[src/rtl/logic_ops_pkg.sv]
// Shared definitions for the bitwise logic unit: opcode encoding and default width.
package logic_ops_pkg;

    localparam int unsigned WIDTH_DEF = 16;

    typedef enum logic [2:0] {
        OP_AND  = 3'd0,
        OP_OR   = 3'd1,
        OP_NOR  = 3'd2,
        OP_NAND = 3'd3,
        OP_XOR  = 3'd4,
        OP_XNOR = 3'd5,
        OP_NOT  = 3'd6,
        OP_PASS = 3'd7
    } op_e;

endpackage

[src/rtl/logic_op_core.sv]
// Combinational bitwise logic unit with result flags; shared with the single-cycle ALU path.
module logic_op_core
    import logic_ops_pkg::*;
#(
    parameter int unsigned WIDTH = WIDTH_DEF
) (
    input  logic [2:0]     op,
    input  logic [WIDTH:1] A,
    input  logic [WIDTH:1] B,
    output logic [WIDTH:1] result,
    output logic           zero,
    output logic           ones,
    output logic           parity
);

    // Select the bitwise operation; B is unused for NOT and PASS.
    always_comb begin
        result = '0;
        unique case (op_e'(op))
            OP_AND:  result = A & B;
            OP_OR:   result = A | B;
            OP_NOR:  result = ~(A | B);
            OP_NAND: result = ~(A & B);
            OP_XOR:  result = A ^ B;
            OP_XNOR: result = ~(A ^ B);
            OP_NOT:  result = ~A;
            OP_PASS: result = A;
            default: result = '0;
        endcase
    end

    // Flags describe the selected result only.
    always_comb begin
        zero   = ~|result;
        ones   = &result;
        parity = ^result;
    end

endmodule

[src/rtl/logic_op_pipe.sv]
// Two-stage valid/ready pipeline around the bitwise logic unit with a completion counter.
module logic_op_pipe
    import logic_ops_pkg::*;
#(
    parameter int unsigned WIDTH = WIDTH_DEF,
    parameter int unsigned CNT_W = 8
) (
    input  logic             clk,
    input  logic             reset,
    input  logic             in_valid,
    output logic             in_ready,
    input  logic [2:0]       op,
    input  logic [WIDTH:1]   A,
    input  logic [WIDTH:1]   B,
    output logic             out_valid,
    input  logic             out_ready,
    output logic [WIDTH:1]   out,
    output logic             zero,
    output logic             ones,
    output logic             parity,
    output logic [CNT_W-1:0] ops_done
);

    logic           s1_valid;
    logic [2:0]     s1_op;
    logic [WIDTH:1] s1_a;
    logic [WIDTH:1] s1_b;

    logic           s2_free;
    logic           s1_adv;
    logic           accept;

    logic [WIDTH:1] core_res;
    logic           core_zero;
    logic           core_ones;
    logic           core_parity;

    // Handshake control: S2 frees when empty or draining, S1 frees when empty or advancing.
    always_comb begin
        s2_free  = !out_valid || out_ready;
        s1_adv   = s1_valid && s2_free;
        in_ready = !s1_valid || s2_free;
        accept   = in_valid && in_ready;
    end

    // S1 operand latch; a new accept and an advance in the same cycle keep s1_valid set.
    always_ff @(posedge clk) begin
        if (reset) begin
            s1_valid <= 1'b0;
            s1_op    <= '0;
            s1_a     <= '0;
            s1_b     <= '0;
        end else if (accept) begin
            s1_valid <= 1'b1;
            s1_op    <= op;
            s1_a     <= A;
            s1_b     <= B;
        end else if (s1_adv) begin
            s1_valid <= 1'b0;
        end
    end

    logic_op_core #(.WIDTH(WIDTH)) u_core (
        .op     (s1_op),
        .A      (s1_a),
        .B      (s1_b),
        .result (core_res),
        .zero   (core_zero),
        .ones   (core_ones),
        .parity (core_parity)
    );

    // S2 result register; holds result and flags while stalled.
    always_ff @(posedge clk) begin
        if (reset) begin
            out_valid <= 1'b0;
            out       <= '0;
            zero      <= 1'b1;
            ones      <= 1'b0;
            parity    <= 1'b0;
        end else if (s1_adv) begin
            out_valid <= 1'b1;
            out       <= core_res;
            zero      <= core_zero;
            ones      <= core_ones;
            parity    <= core_parity;
        end else if (out_ready) begin
            out_valid <= 1'b0;
        end
    end

    // Count completed output handshakes, wrapping naturally.
    always_ff @(posedge clk) begin
        if (reset) begin
            ops_done <= '0;
        end else if (out_valid && out_ready) begin
            ops_done <= ops_done + CNT_W'(1);
        end
    end

endmodule

[config.mk]
export PLATFORM = sky130hd
export DESIGN_NAME = logic_op_pipe
export DESIGN_NICKNAME = d
export VERILOG_FILES = /design/src/rtl/logic_ops_pkg.sv /design/src/rtl/logic_op_core.sv /design/src/rtl/logic_op_pipe.sv
export SDC_FILE = /design/constraint.sdc
export NUM_CORES = 1
export LEC_CHECK = 0
export BUFFER_PORTS_ARGS = -buffer_cell sky130_fd_sc_hd__buf_2
export CORE_UTILIZATION = 28
export CTS_BUF_LIST = sky130_fd_sc_hd__clkbuf_4 sky130_fd_sc_hd__clkbuf_8
export CTS_CLUSTER_DIAMETER = 50
export DETAILED_ROUTE_END_ITERATION = 8
export GPL_ROUTABILITY_DRIVEN = 0
export GPL_TIMING_DRIVEN = 1
export PLACE_DENSITY = 0.49
export SETUP_SLACK_MARGIN = 0.4
export SYNTH_ARGS = -nofsm -noshare
export SYNTH_HDL_FRONTEND = slang
export SYNTH_SLANG_ARGS = --single-unit
[constraint.sdc]
create_clock -name clk -period 5.3 [get_ports clk]
set_clock_uncertainty 0.1 [all_clocks]
set_input_delay 0.53 -clock clk [delete_from_list [all_inputs] [get_ports clk]]
set_output_delay 0.53 -clock clk [all_outputs]
set_load 0.02 [all_outputs]
==> impl_metrics.toml <==
[outcome]
status = "finished clean"

[global_route]
grt_pass1_vias = 3816
overflow = 0
grt_max_degree = 62
grt_pass1_wl_mm = 18.4
antenna_found_initial = 0
track_usage = 0.142

[power_and_ir_drop]
powerDensity_nw_per_um2 = 269
leakage_nw = 2.14
peakVddDrop_mv = 0.0975
power_mw = 1.34

[worst_setup_path]
worstReg2RegStart = "s1_op[1]$_SDFFE_PP0P_"
endpoint_kind = "register"
cpPeakStageDelay_ns = 0.85
slowest_stage = "dfxtp_1"
reg2reg_slack_ns = 1.95
r2r-end = "parity$_SDFFE_PP0P_"
required_ns = 5.46
crit_arrival_ns = 3.51
cpMostUsedCell = "xnor2_1"
ff2ff_path_depth = 9
start_kind = "register"
crit_type = "register to register"
crit_path_cell_trace = "or3_1, nor2_1, a31oi_2, inv_1, ha_1, xnor2_1, xnor2_1, xnor2_1, a211oi_1"
crit_fanout = 26

[floorplan]
top_level_ports = 68
core-area_sq_um = 15200
die_area_sq_um = 16100
die_w_um = 127
die_h_um = 127
rows = 45
start_util = 0.287

[clock_tree]
postCtsResizedCells = 0
cts.clk_slew.worst_paths_ns = 0.08
clk_latency_ns = 0.36
clockBufferDepth = 2
cts_setup_buffers = 0
cts_made_buffers = 9
cts.htree.levels = 3
cts_root_buf = "clkbuf_8"
cts.sinks = 64
ctsHoldBuffers = 0
cts_tree = "done"

[routing]
routedWlPerCell_um = 13.8
ant_nets = 0
vias = 3806
viasPerCell = 4.77
dr.pass1.iters = 5
routed_wl_mm = 11.0
drt_iter0_drc = 207
drc_errors = 0

[min_path]
holdPathEnd = "s1_b[5]$_SDFFE_PP0P_"
holdCritStartpoint = "B[5]"
hold_path_class = "primary input to register"
hold_depth = 3

[synthesis]
synth.avg_cell_area_sq_um = 7.78
ys_ff_latch = 64
yosys.cell_types.count = 38
yosysSeqAreaShare = 0.294
syn_nets = 648
synthCells = 560
syn-cell-area_sq_um = 4360
yosys_warnings = 0

[sta]
maxSlewHeadroom = 0.225
tightest_slew_ns = 1.16
fin_tns_setup_ns = 0
fmax_ghz = 0.298
setup_viol = 0
finalHoldViolCount = 0
period_needed_ns = 3.35
finalCritPeriodShare = 0.632
drv_slew = 0
rsz0062_at_grt = "no"

[final_layout]
drive_gt1_frac = 0.161
area_delta_synth_final_pct = 13.9
final_cell_mix = "nand2_1 (113), buf_2 (67), dfxtp_1 (64)"
final_util = 0.327
final_cell_count_no_fill = 798
antennaDiodeCount = 0
fillCellCount = 1676
layout.area.seq_sq_um = 1280
final_nets = 693
layout_commonest_cell = "nand2_1"
multiInputGateArea_sq_um = 2690

[place]
hpwl_mm = 8.02
io_buffers = 67
placed_cells = 782

[run]
cap_viol_max_count = 0
-- layer usage --
layer  part of all wire  global-route usage
met1               0.51               0.196
met2               0.43               0.222
met3              0.041              0.0274
met4              0.015              0.0504
met5                  0                   0
-- synthesized netlist by cell type --
cell	number	area [sq um]
a32o_1	5	50.1
or3_1	2	12.5
buf_4	4	30.0
o21ai_0	20	100
nor2b_1	1	6.26
a211oi_1	1	7.51
nor2_1	31	116
clkbuf_1	10	37.5
o21ai_1	2	10.0
nand2b_1	11	68.8
xor2_1	4	35.0
a31oi_1	1	6.26
nand3_1	10	50.1
inv_1	47	176
and2_1	2	12.5
o31ai_1	1	7.51
or2b_1	1	7.51
nand4_1	5	31.3
dfxtp_1	64	1280
nor3b_2	1	12.5
a211o_1	5	43.8
ha_1	49	613
and2b_1	1	7.51
buf_8	1	15.0
or4_1	1	7.51
buf_2	16	80.1
xnor2_1	20	175
a31oi_2	10	125
nor3b_1	21	158
a22oi_1	11	82.6
nor3_1	1	5.00
a21oi_1	56	280
nand2_1	113	424
buf_6	4	45.0
mux2i_1	11	110
o21a_1	10	75.1
o22a_1	5	43.8
buf_1	2	7.51
-- logic make-up after synthesis --
logic type | count (synthesis) | synth area share
buffers and inverters | 84 | 0.0899
muxes | 11 | 0.0253
adders and majority gates | 49 | 0.141
AOI/OAI and AO/OA | 127 | 0.191
DFF | 64 | 0.294
and+or+nand+nor | 201 | 0.211
xor gates and xnor gates | 24 | 0.0482
-- where the power goes --
group | leakage [nW] | switching, mW | internal, mW | total [mW]
clock network | 0.113 | 0.206 | 0.265 | 0.471
registers | 0.524 | 0.0244 | 0.506 | 0.530
logic | 1.50 | 0.189 | 0.145 | 0.334
total | 2.14 | 0.420 | 0.916 | 1.34
-- stage by stage --
step                      setup slack [ns]  hold slack, ns  cell area [sq um]
after global routing                  1.69           0.304               4960
after detailed placement              2.01           0.345               4740
after global placement                2.10           0.345               4740
after CTS                             1.98           0.293               4960
after floorplan                       2.96           0.353               4360
final                                 1.95           0.307               4960
-- worst max-delay path: cells and delay by family, from the launching register on --
| family | cells | cell delay (ns) |
|---|---|---|
| xor+xnor | 3 | 0.42 |
| buf+inv | 1 | 0.09 |
| fa+ha+maj | 1 | 0.32 |
| simple gates | 2 | 0.90 |
| flops | 1 | 0.85 |
| compound gates | 2 | 0.57 |
-- flip-flops by register name, summed over array words and instances (netlist names) --
signal	flops
ops_done	8
s1_a	16
zero	1
s1_op	3
s1_valid	1
out	16
s1_b	16
out_valid	1
ones	1
parity	1
-- cell type report --
type / instances / share of cell area
clock inverter: 7 / 0.0194
inverter: 47 / 0.0355
tap: 188 / 0.0474
multi-input combinational: 412 / 0.541
sequential: 64 / 0.258
clock buffer: 9 / 0.0250
timing repair buffer: 71 / 0.0736
-- worst max path at each step --
| stage | start | cells past startpoint | end |
|---|---|---|---|
| 4_1_cts | s1_op[1]$_SDFFE_PP0P_ | 9 | parity$_SDFFE_PP0P_ |
| 6_report | s1_op[1]$_SDFFE_PP0P_ | 9 | parity$_SDFFE_PP0P_ |
| 2_1_floorplan | s1_op[1]$_SDFFE_PP0P_ | 11 | parity$_SDFFE_PP0P_ |
| 3_3_place_gp | s1_op[1]$_SDFFE_PP0P_ | 9 | parity$_SDFFE_PP0P_ |
| 3_5_place_dp | s1_op[1]$_SDFFE_PP0P_ | 9 | parity$_SDFFE_PP0P_ |
| 5_1_grt | s1_op[1]$_SDFFE_PP0P_ | 9 | parity$_SDFFE_PP0P_ |
No activity file was read; power rests on OpenSTA's default activity.
